## src/rtl/carry_look_ahead_adder_4bit_if.sv

```systemverilog
// rtl/carry_look_ahead_adder_4bit_if.sv - operand/result bundle for the 4-bit look-ahead adder
interface carry_look_ahead_adder_4bit_if;
    logic [3:0] A;
    logic [3:0] B;
    logic       Cin;
    logic [3:0] Sum;
    logic       Cout;
    logic       PG;
    logic       GG;

    // master supplies operands and observes the registered result
    modport master (
        output A, B, Cin,
        input  Sum, Cout, PG, GG
    );

    modport slave (
        input  A, B, Cin,
        output Sum, Cout, PG, GG
    );
endinterface

```

## src/rtl/carry_look_ahead_adder_4bit.sv

```systemverilog
// rtl/carry_look_ahead_adder_4bit.sv - 4-bit carry look-ahead adder with one registered output stage
module carry_look_ahead_adder_4bit (
    input  logic                              clk,
    input  logic                              rst,
    carry_look_ahead_adder_4bit_if.slave      bus
);
    logic [3:0] p;
    logic [3:0] g;
    logic [4:0] c;
    logic [3:0] sum_d;
    logic       cout_d;
    logic       pg_d;
    logic       gg_d;

    logic [3:0] sum_q;
    logic       cout_q;
    logic       pg_q;
    logic       gg_q;

    assign p = bus.A ^ bus.B;
    assign g = bus.A & bus.B;

    // every carry is a flat sum-of-products of g, p and Cin; none feeds another
    assign c[0] = bus.Cin;
    assign c[1] = g[0] | (p[0] & bus.Cin);
    assign c[2] = g[1] | (p[1] & g[0]) | (p[1] & p[0] & bus.Cin);
    assign c[3] = g[2] | (p[2] & g[1]) | (p[2] & p[1] & g[0])
                | (p[2] & p[1] & p[0] & bus.Cin);
    assign c[4] = g[3] | (p[3] & g[2]) | (p[3] & p[2] & g[1])
                | (p[3] & p[2] & p[1] & g[0])
                | (p[3] & p[2] & p[1] & p[0] & bus.Cin);

    assign sum_d  = p ^ c[3:0];
    assign cout_d = c[4];
    assign pg_d   = &p;
    assign gg_d   = g[3] | (p[3] & g[2]) | (p[3] & p[2] & g[1])
                  | (p[3] & p[2] & p[1] & g[0]);

    always_ff @(posedge clk) begin
        if (rst) begin
            sum_q  <= 4'b0000;
            cout_q <= 1'b0;
            pg_q   <= 1'b0;
            gg_q   <= 1'b0;
        end else begin
            sum_q  <= sum_d;
            cout_q <= cout_d;
            pg_q   <= pg_d;
            gg_q   <= gg_d;
        end
    end

    assign bus.Sum  = sum_q;
    assign bus.Cout = cout_q;
    assign bus.PG   = pg_q;
    assign bus.GG   = gg_q;
endmodule

```

## src/flat_wrapper.sv

```systemverilog
// flat-port wrapper written by rule: the top's interface ports become plain ports
module carry_look_ahead_adder_4bit_flat 
  (clk, rst, bus_A, bus_B, bus_Cin, bus_Sum, bus_Cout, bus_PG, bus_GG);
  carry_look_ahead_adder_4bit_if bus_i ();
  input  logic clk;
  input  logic rst;
  input wire logic [$bits(bus_i.A)-1:0] bus_A;
  input wire logic [$bits(bus_i.B)-1:0] bus_B;
  input wire logic [$bits(bus_i.Cin)-1:0] bus_Cin;
  output wire logic [$bits(bus_i.Sum)-1:0] bus_Sum;
  output wire logic [$bits(bus_i.Cout)-1:0] bus_Cout;
  output wire logic [$bits(bus_i.PG)-1:0] bus_PG;
  output wire logic [$bits(bus_i.GG)-1:0] bus_GG;
  assign bus_i.A = bus_A;
  assign bus_i.B = bus_B;
  assign bus_i.Cin = bus_Cin;
  assign bus_Sum = bus_i.Sum;
  assign bus_Cout = bus_i.Cout;
  assign bus_PG = bus_i.PG;
  assign bus_GG = bus_i.GG;
  carry_look_ahead_adder_4bit u_core (.clk(clk), .rst(rst), .bus(bus_i));
endmodule
```

## config.mk

```make
export PLATFORM = sky130hd
export DESIGN_NAME = carry_look_ahead_adder_4bit_flat
export DESIGN_NICKNAME = d
export VERILOG_FILES = /design/src/rtl/carry_look_ahead_adder_4bit_if.sv /design/src/rtl/carry_look_ahead_adder_4bit.sv /design/src/flat_wrapper.sv
export SDC_FILE = /design/constraint.sdc
export NUM_CORES = 1
export LEC_CHECK = 0
export CAP_MARGIN = 20
export CORE_AREA = 3 3 40 42
export DETAILED_ROUTE_END_ITERATION = 8
export DIE_AREA = 0 0 43 45
export DONT_BUFFER_PORTS = 1
export SLEW_MARGIN = 5
export SYNTH_ARGS = -nofsm -noshare
export SYNTH_HDL_FRONTEND = slang
export SYNTH_SLANG_ARGS = --single-unit
```

## constraint.sdc

```tcl
create_clock -name clk -period 2.8 [get_ports clk]
set_clock_uncertainty 0.2 [all_clocks]
set_input_delay 0.28 -clock clk [delete_from_list [all_inputs] [get_ports clk]]
set_output_delay 0.28 -clock clk [all_outputs]
set_load 0.05 [all_outputs]
```

# Word level (Yosys, flattened, before mapping)
# Cells that the tools add are included.
dict set report word_totals {
  input_bits 11
  out_inout_bits 7
  register_bits 7
  elab_cells 34
}
dict set report op_classes {
  n_reduce_logical 1
  bitwise 29
}
# op n
set op_table {}
lappend op_table {{bitwise AND 1 bit} 16}
lappend op_table {{OR 1 bit} 10}
lappend op_table {{bitwise XOR 4 bit} 2}
lappend op_table {{bitwise AND 4 bit} 1}
lappend op_table {{AND reduction 4 bit} 1}

# Logic depth before layout (Yosys ltp)
# Gate-level depths: netlist of run 1.
dict set report logic_depth {
  ltp_word 6
  ltp_mapped 4
  mapped_depth_nobuf 4
}

# Worst setup path after synthesis of run 1
# OpenSTA, ideal clock, no wires.
dict set report synth_path {
  path_kind {input to register}
  startpoint {in bus_B[0]}
  endpoint {reg u_core.sum_q[2] (netlist: u_core.bus.Sum[2])}
  cell_stages 4
  required_ps 2479
  arrival_ps 1214
  path_slack_ps 1265
  path_buffers 0
  path_cell_list {ha_1 -> a21o_1 -> a21oi_1 -> mux2_2}
}
dict set report synth_via {
  elab_chain_len 5
  word_cells_on_any_way 8
  cone_classes {bitwise: 8}
}
# element line
set synth_rtl {}
lappend synth_rtl {{from (decl)} flat_wrapper.sv:8} ;# input wire logic [$bits(bus_i.B)-1:0] bus_B;
lappend synth_rtl {{bitwise AND 4 bit / bitwise XOR 4 bit (equally long branches)} {carry_look_ahead_adder_4bit.sv:21, carry_look_ahead_adder_4bit.sv:20}}
lappend synth_rtl {{bitwise AND 1 bit} carry_look_ahead_adder_4bit.sv:26} ;# assign c[2] = g[1] | (p[1] & g[0]) | (p[1] & p[0] & bus.Cin);
lappend synth_rtl {{OR 1 bit / bitwise AND 1 bit (equally long branches)} carry_look_ahead_adder_4bit.sv:26}
lappend synth_rtl {{OR 1 bit *} carry_look_ahead_adder_4bit.sv:26}
lappend synth_rtl {{bitwise XOR 4 bit *} carry_look_ahead_adder_4bit.sv:33} ;# assign sum_d = p ^ c[3:0];
lappend synth_rtl {{to (signal assigned)} carry_look_ahead_adder_4bit.sv:46} ;# sum_q <= sum_d;
lappend synth_rtl {{to (decl)} carry_look_ahead_adder_4bit.sv:15} ;# logic [3:0] sum_q;
# Every way passes the cells marked *; elsewhere a longest branch is shown, timed or not.
# A chain may end at the register's enable or synchronous reset.

# Final worst setup path of run 1
dict set report layout_path {
  startpoint {reg u_core.sum_q[2] (netlist: u_core.bus.Sum[2])}
  endpoint {out bus_Sum[2]}
}
# element line
set layout_rtl {}
lappend layout_rtl {{to (decl)} flat_wrapper.sv:10} ;# output wire logic [$bits(bus_i.Sum)-1:0] bus_Sum;
# No word-level cell between the ends.

==> impl_results.md, run 1 <==
* Status: completed
* RSZ-0062 raised after global routing: no
* Post-Synthesis Cells at 36
* Largest net degree at the start of global routing at 7
* Clock slew at reported path FFs at roughly 0.060 ns
* Crit start category: flip-flop
* Commonest non-fill, non-tap cells in the layout: 7 x dfxtp_1, 5 x ha_1, 4 x inv_1, 4 x nor2_1, 3 x clkbuf_4
* Setup Crit Path Kind: reg2out
* Synth area leader: dfxtp_1
* Clk pwr share at between 30 and 40%
* Max Root-Sink Buffers at 2
* Number of I/O port buffers at 0
* Final Slew Violations at 0
* Post-synthesis cell type count at 18
* Top-area cell type share of the netlist area at between 30 and 40%
* Comb power frac at between 10% and 20%
* Average wire per standard cell at approximately 11 um
* Post-synthesis mux area share at under 10%
* Routed Antenna Nets at 0
* First-pass GRT wire length at 1.01 mm
* DR vias/cell at 4.66
* P per Cell Area at about 640 mW/mm^2
* Grt ovf at 0
* Clock period minus worst slack at 1.36 ns
* Max IR drop VDD at about 0.13 mV
* Power Internal at between 150 and 200 uW
* Clk sinks at 7
* Synth Area in XOR/XNOR at 2.33%
* Netlist Area Pre-Place at around 380 um^2
* Syn-to-layout area delta at 14.6%
* Synthesized flop and latch total at 7
* Switching part of the total power at 33.1%
* Final layout net count at just under 60
* Die height at 45 um
* Slew HR at around two thirds
* Max Cap Viol at 0
* CP Max Fanout at 1
* Initial Util at 29.3%
* Worst-margin pin slew at approximately 0.5 ns
* Register share of total power at between 50 and 60%
* DIE WIDTH at 43 um
* RePlAce Congestion at ~0.62
* Setup TNS at 0 ns
* Synth Net Count at 53
* Cts bufs inserted at 3
* # diodes at 0
* Final period util at approximately 49%
* Routed vias at between 200 and 300
* CP required at approximately 2.3 ns
* Leakage power at 0.000202 uW
* DRT iter0 DRCs at 1
* Synthesis Warnings at 0
* Main combinational cell family by area after synthesis: adder cells
* Core area at between 0.001 and 0.0015 mm^2
* Adder-Cell Fraction of Synth Area at about 22%
* Switching power at roughly 92 uW
* Sequential area share after synthesis at a little under two fifths
* Complex-gate fraction of the synthesized area at 12.0%
* Final hold vios at 0
* Die area at 0.00194 mm^2
* Fraction of layout cells with a size suffix above 1 at around 22%
* Post-Synth Simple-Gate Area at approximately 16%
* DRC viols at 0
* Final core occ at roughly a third
* Vias in the first global route at about 270
* Non-filler cells, final at 56
* Drt total wl at roughly 620 um
* Final Setup Violations at 0
* Ports at 18
* Root buffer cell: clkbuf_4
* Post-CTS Setup Inserts at 0
* Commonest non-fill, non-tap cell in the layout: dfxtp_1
* GR Util All Layers at under 10%
* Drt first pass iters at 2
* Hold crit path type: in2reg
* Avg Cell Area, Syn at 10.5 um^2
* H-tree depth at 1
* Worst EP arrival at roughly 0.88 ns
* Ranking of synthesized cells by area: dfxtp_1 37%, ha_1 17%, fa_1 5.3%
* F_max at 0.733 GHz
* Placed cell count at 51
* Initial antenna violation count at 0
* Row cnt at 13
* CTS tree: yes
* CP Capture Type: output port
routing by layer:
| layer | vias to the layer above | global-route usage (%) | routed length (um) |
|---|---|---|---|
| met3 | 2 | 3.59 | 41 |
| li1 | 132 | - | - |
| met1 | 115 | 8.76 | 299 |
| met5 | - | 0 | 0 |
| met2 | 12 | 10.8 | 276 |
| met4 | 0 | 3.61 | 5 |
final timing paths:
kind / startpoint / end / slack [ns] / cells after the start
max: u_core.bus.Sum[2]$_SDFF_PP0_ / bus_Sum[2] / 1.44 / 0
min: rst / u_core.bus.Cout$_SDFF_PP0_ / 0.05 / 2
flip-flops by register name, indices dropped and copies added, names as in the netlist:
signal and count:
u_core.bus.Cout 1, u_core.bus.GG 1, u_core.bus.PG 1, u_core.bus.Sum 4
synthesized netlist by cell type:
cell	number
inv_1	4
dfxtp_1	7
a21oi_2	1
nor2b_1	2
mux2_4	1
a21oi_1	2
a21bo_2	1
a21o_1	1
nand4_1	1
and4_2	1
ha_1	5
nor2_1	4
o2bb2ai_1	1
nand3_1	1
fa_1	1
xor2_1	1
nand3_2	1
mux2_2	1
power groups by stage:
| stage | clock network (uW) | registers (uW) | logic [uW] |
|---|---|---|---|
| 2_1_floorplan | 0 | 149 | 33.6 |
| 3_3_place_gp | 0 | 150 | 39.4 |
| 3_5_place_dp | 0 | 150 | 38.9 |
| 4_1_cts | 91.0 | 148 | 40.8 |
| 5_1_grt | 95.2 | 148 | 46.8 |
| 6_report | 89.2 | 148 | 40.4 |
through the flow:
stage	total power (uW)	cell area, um^2	hold slack (ns)	setup slack (ns)
2_1_floorplan	182	377	0.147	1.27
3_3_place_gp	189	395	0.151	1.24
3_5_place_dp	189	395	0.150	1.23
4_1_cts	280	432	0.0400	1.43
5_1_grt	290	432	0.0602	1.42
6_report	277	432	0.0507	1.44
cell type report:
cell class,count,area [um^2]
Inverter,4,15.0
Tap cell,15,18.8
Sequential cell,7,140
Timing Repair Buffer,1,10.0
Multi-Input combinational cell,25,221
Clock buffer,4,26.3
Fill cell,142,853
cells by family after synthesis:
family	Yosys count
AND/OR/NAND/NOR	10
adder cells (fa/ha/maj)	6
flip-flops	7
XOR/XNOR	1
AO/OA/AOI/OAI	6
buffers and inverters	4
multiplexers	2
timing repair:
action                    in CTS  in global routing
hold buffers                   1                  0
hold endpoints to repair       4                  0
gates resized for setup        0                  0
No activity file was read; power rests on OpenSTA's default activity.
==> run 2: changes to the inputs <==
Clock period 2.8 ns to 1.2 ns, I/O delays scaled along.
==> run 2 against run 1 <==
  * The flow now finishes with violations (negative hold slack)
  * Power rose to 2.5 times the previous value
  * Sequential power up 77%
  * Worst hold slack worse by 0.31 ns
  * Clock power up 120%
  * Via count up 13%
  * Sequential share of layout area down 5.9 points
  * Clock-buffer cell count unchanged
  * Critical path type unchanged
  * Largest cell class unchanged
  * Largest power group unchanged
==> impl_results.md, run 2 (same netlist as run 1, synthesis figures left out) <==
* WHS Endpoint: u_core.bus.Sum[0]$_SDFF_PP0_
* Worst-margin pin slew at approximately 0.23 ns
* Worst EP arrival at between 0.7 and 0.8 ns
* Setup Crit Path Kind: reg2out
* Root buffer cell: clkbuf_4
* Leakage power at 0.000244 uW
* Final Slew Violations at 0
* Max IR drop VDD at 0.349 mV
* Largest stage delay, worst path at a little over 0.3 ns
* RePlAce Congestion at about 0.71
* Fillcell total at roughly 140
* RSZ-0062 raised after global routing: no
* Syn-to-layout area delta at 39.9%
* Hold WS at -0.259 ns
* # diodes at 0
* Crit start category: flip-flop
* Core area at about 0.0013 mm^2
* Drt total wl at about 810 um
* Largest net degree at the start of global routing at 9
* Hold Startpoint: rst
* Routed vias at about 300
* Setup WS pre-CTS at -0.0861 ns
* Final WS setup at roughly 0.13 ns
* Slew HR at between 80% and 90%
* Drt first pass iters at 2
* CP Capture Type: output port
* Max FFs per register at 4
* Status: finished, violations left
* H-tree depth at 1
* First-pass GRT wire length at 1.20 mm
* F_max at ~0.94 GHz
* CP max stage cell: dfxtp_1
* CP required at 0.88 ns
* Post-CTS Setup Inserts at 0
* DPL Wire Length at between 700 and 800 um
* Tot Pwr at around 690 uW
* CP Max Fanout at 1
* Crit path buffers/inverters at 1
* Initial antenna violation count at 0
* Row cnt at 13
* Worst path cell trace: buf_4
* Worst Hold Depth at 1
* DRC viols at 0
* GR Util All Layers at under 10%
* Cts bufs inserted at 3
* Routed Antenna Nets at 0
* Multi-input logic area at about 260 um^2
* DRT iter0 DRCs at 6
* Clk sinks at 7
* Final hold vios at 6
* Delay-heaviest family, CP: flip-flops
* P per Cell Area at 1320 mW/mm^2
* DR vias/cell at between 4 and 5
* Sequential cell area at 140 um^2
* Initial Util at between 20 and 30%
* Max Root-Sink Buffers at 2
* Clock slew at reported path FFs at 0.05 ns
* Vias in the first global route at 313
* Grt ovf at 0
* DIE WIDTH at about 43 um
* Final Setup Violations at 0
* Final period util at roughly nine tenths
* Average wire per standard cell at 12.6 um
* Die area at roughly 0.0019 mm^2
* CTS tree: yes
* Final layout net count at between 60 and 70
* Commonest non-fill, non-tap cell in the layout: buf_4
* Ports at 18
* Commonest non-fill, non-tap cells in the layout: 9 x buf_4, 7 x dfxtp_1, 4 x inv_1, 4 x nor2_1
* Fraction of layout cells with a size suffix above 1 at a little over two fifths
* Clock period minus worst slack at roughly 1.1 ns
* Failing checks: negative hold slack
* Die height at between 40 and 50 um
* Number of I/O port buffers at 0
* Max Cap Viol at 0
* Hold crit path type: in2reg
[run 2: final cells by class]
class,instances,area share (%)
clock buffer,4,4.99
inverter,4,2.85
multi-input combinational,25,49.2
sequential,7,26.6
tap,15,3.56
timing repair buffer,9,12.8
[run 2: per-stage QoR]
stage / setup TNS, ns / utilization, % / instance area, um^2 / cells / hold slack [ns]
2_1_floorplan: -0.0657 / - / 414 / 36 / -0.0133
3_3_place_gp: -0.116 / 38.9 / 500 / 60 / -0.00967
3_5_place_dp: -0.152 / 38.9 / 500 / 60 / -0.00908
4_1_cts: 0 / 41.0 / 527 / 64 / -0.265
5_1_grt: 0 / 41.0 / 527 / 64 / -0.262
6_report: 0 / 41.0 / 527 / 64 / -0.259
[run 2: metal layers]
layer,up-vias,global-route usage [%],routed length (um)
met5,-,0,0
met4,0,6.63,0
met3,0,3.19,72
met2,12,15.3,444
met1,136,7.79,291
li1,148,-,-
[run 2: what timing repair did]
item / in CTS / in global routing
endpoints found under the setup margin: 0 / 0
gates resized for setup: 0 / 0
endpoints found under the hold margin: 6 / 6
[run 2: report_power, final]
group | leakage, uW | switching (uW) | total [uW] | internal [uW]
Combinational | 0.000171 | 136 | 232 | 95.8
Sequential | 0.0000580 | 6.05 | 262 | 256
Clock | 0.0000150 | 74.2 | 200 | 126
[run 2: worst max-delay path by stage]
stage          cells past startpoint  slack, ns                          from                            to
5_1_grt                            1        0.1  u_core.bus.Sum[2]$_SDFF_PP0_                    bus_Sum[2]
3_3_place_gp                       4      -0.07                      bus_B[0]  u_core.bus.Sum[2]$_SDFF_PP0_
2_1_floorplan                      4      -0.05                      bus_B[0]  u_core.bus.Sum[2]$_SDFF_PP0_
4_1_cts                            1       0.12  u_core.bus.Sum[2]$_SDFF_PP0_                    bus_Sum[2]
6_report                           1       0.13  u_core.bus.Sum[2]$_SDFF_PP0_                    bus_Sum[2]
3_5_place_dp                       4      -0.09                      bus_B[0]  u_core.bus.Sum[2]$_SDFF_PP0_
==> run 3: changes to the inputs <==
Clock period 1.2 ns to 1.3 ns, I/O delays scaled along.
==> run 3 against run 2 <==
  * The run still ends with negative hold slack left
  * Cell count down 6.3%
  * Clock-buffer cell count unchanged
  * Critical path depth down 1
  * Non-clock buffer count down 4
  * Clock power about the same
  * Via count down 7.1%
  * Critical path type unchanged
==> impl_results.md, run 3 (same netlist as run 1, synthesis figures left out) <==
* Worst-margin pin slew at 0.488 ns
* Number of I/O port buffers at 0
* Drt total wl at ~680 um
* Commonest non-fill, non-tap cells in the layout: 7 x dfxtp_1, 4 x inv_1, 4 x nor2_1
* # diodes at 0
* Clock slew at reported path FFs at around 0.050 ns
* DRC viols at 0
* Register share of total power at 48.3%
* Fraction of layout cells with a size suffix above 1 at 31.1%
* Leakage power at approximately 0.00023 uW
* Drt first pass iters at 3
* Die height at about 45 um
* Syn-to-layout area delta at 30.6%
* Row cnt at 13
* Max Root-Sink Buffers at 2
* Top sig layer: met4
* Final layout net count at 63
* Comb power frac at 20.1%
* RePlAce Congestion at around 0.64
* Status: finished, violations left
* Failing checks: negative hold slack
* DR vias/cell at 4.58
* CTS tree: yes
* Routed wl met3 at between 50 and 60 um
* Routed Antenna Nets at 0
* Vias in the first global route at 268
* DRT iter0 DRCs at 2
* Average wire per standard cell at ~11 um
* Final Setup Violations at 0
* Switching part of the total power at between 30 and 40%
* Initial Util at between 20 and 30%
* Final core occ at a little under two fifths
* Core area at 0.00128 mm^2
* Max Cap Viol at 0
* CP Max Fanout at 1
* CP required at ~0.97 ns
* Max FFs per register at 4
* Die area at between 0.0015 and 0.002 mm^2
* Final hold vios at 1
* Root buffer cell: clkbuf_4
* GR Util All Layers at 8.70%
* Max IR drop VDD at just over 0.4 mV
* DIE WIDTH at ~43 um
* Crit start category: flip-flop
* Hold crit path type: in2reg
* Clk sinks at 7
* Worst Setup SP: u_core.bus.GG$_SDFF_PP0_
* Metal2 WL at 302 um
* P per Cell Area at ~1300 mW/mm^2
* F_max at just over 0.8 GHz
* DPL Wire Length at ~570 um
* Final period util at between 90% and 100%
* Setup Crit Path Kind: reg2out
* Tot Pwr at approximately 630 uW
* Hold WS at -0.0434 ns
* Routed met1 length at 272 um
* Cts bufs inserted at 3
* Post-CTS Setup Inserts at 0
* H-tree depth at 1
* Initial antenna violation count at 0
* Grt ovf at 0
* RSZ-0062 raised after global routing: no
* Power Internal at about 420 uW
* Largest net degree at the start of global routing at 9
* Worst EP arrival at 0.88 ns
* Commonest non-fill, non-tap cell in the layout: dfxtp_1
* Slew HR at 67.4%
* Ports at 18
* First-pass GRT wire length at 1.12 mm
* Cts-stage hold buffer count at 2
* Switching power at 209 uW
* Routed vias at between 200 and 300
* CP Capture Type: output port
* Clk pwr share at a little under a third
* Hold Startpoint: bus_A[0]
* Final Slew Violations at 0
* Clock period minus worst slack at around 1.2 ns
-- run 3: final timing paths --
| path | cells past startpoint | slack [ns] | endpoint |
|---|---|---|---|
| worst min-delay path | 3 | -0.04 | u_core.bus.Sum[0]$_SDFF_PP0_ |
| worst max-delay path | 0 | 0.09 | bus_GG |
-- run 3: area by class of cell --
cell class              count  area, um^2
fillers                   132         793
multi-input cells          25         246
flip-flops and latches      7         140
repair buffers              5        45.0
clock buffers               4        26.3
well taps                  15        18.8
inverters                   4        15.0
-- run 3: stage by stage --
stage | area, um^2 | instances | worst slack, ns | setup TNS, ns
after CTS | 489 | 60 | 0.0146 | 0
after global routing | 492 | 60 | 0.0747 | 0
after global placement | 443 | 54 | -0.0166 | -0.0166
after detailed placement | 443 | 54 | -0.0205 | -0.0308
after floorplan | 402 | 36 | 0.0164 | 0
final | 492 | 60 | 0.0920 | 0
-- run 3: repair_timing --
item	4_1_cts	5_1_grt
endpoints found under the hold margin	7	1
gates resized for setup	0	1
endpoints found under the setup margin	0	1
-- run 3: per-layer routing --
| layer | vias up | track usage (%) |
|---|---|---|
| met5 | - | 0 |
| met4 | 0 | 10.8 |
| met3 | 4 | 3.59 |
| met2 | 14 | 12.6 |
| met1 | 117 | 8.54 |
| li1 | 140 | - |
-- run 3: power by group through the flow --
stage | Clock, uW | Combinational (uW) | Sequential, uW
3_3_place_gp | 0 | 119 | 309
3_5_place_dp | 0 | 120 | 309
6_report | 199 | 127 | 304
2_1_floorplan | 0 | 78.1 | 320
4_1_cts | 206 | 129 | 305
5_1_grt | 217 | 144 | 305
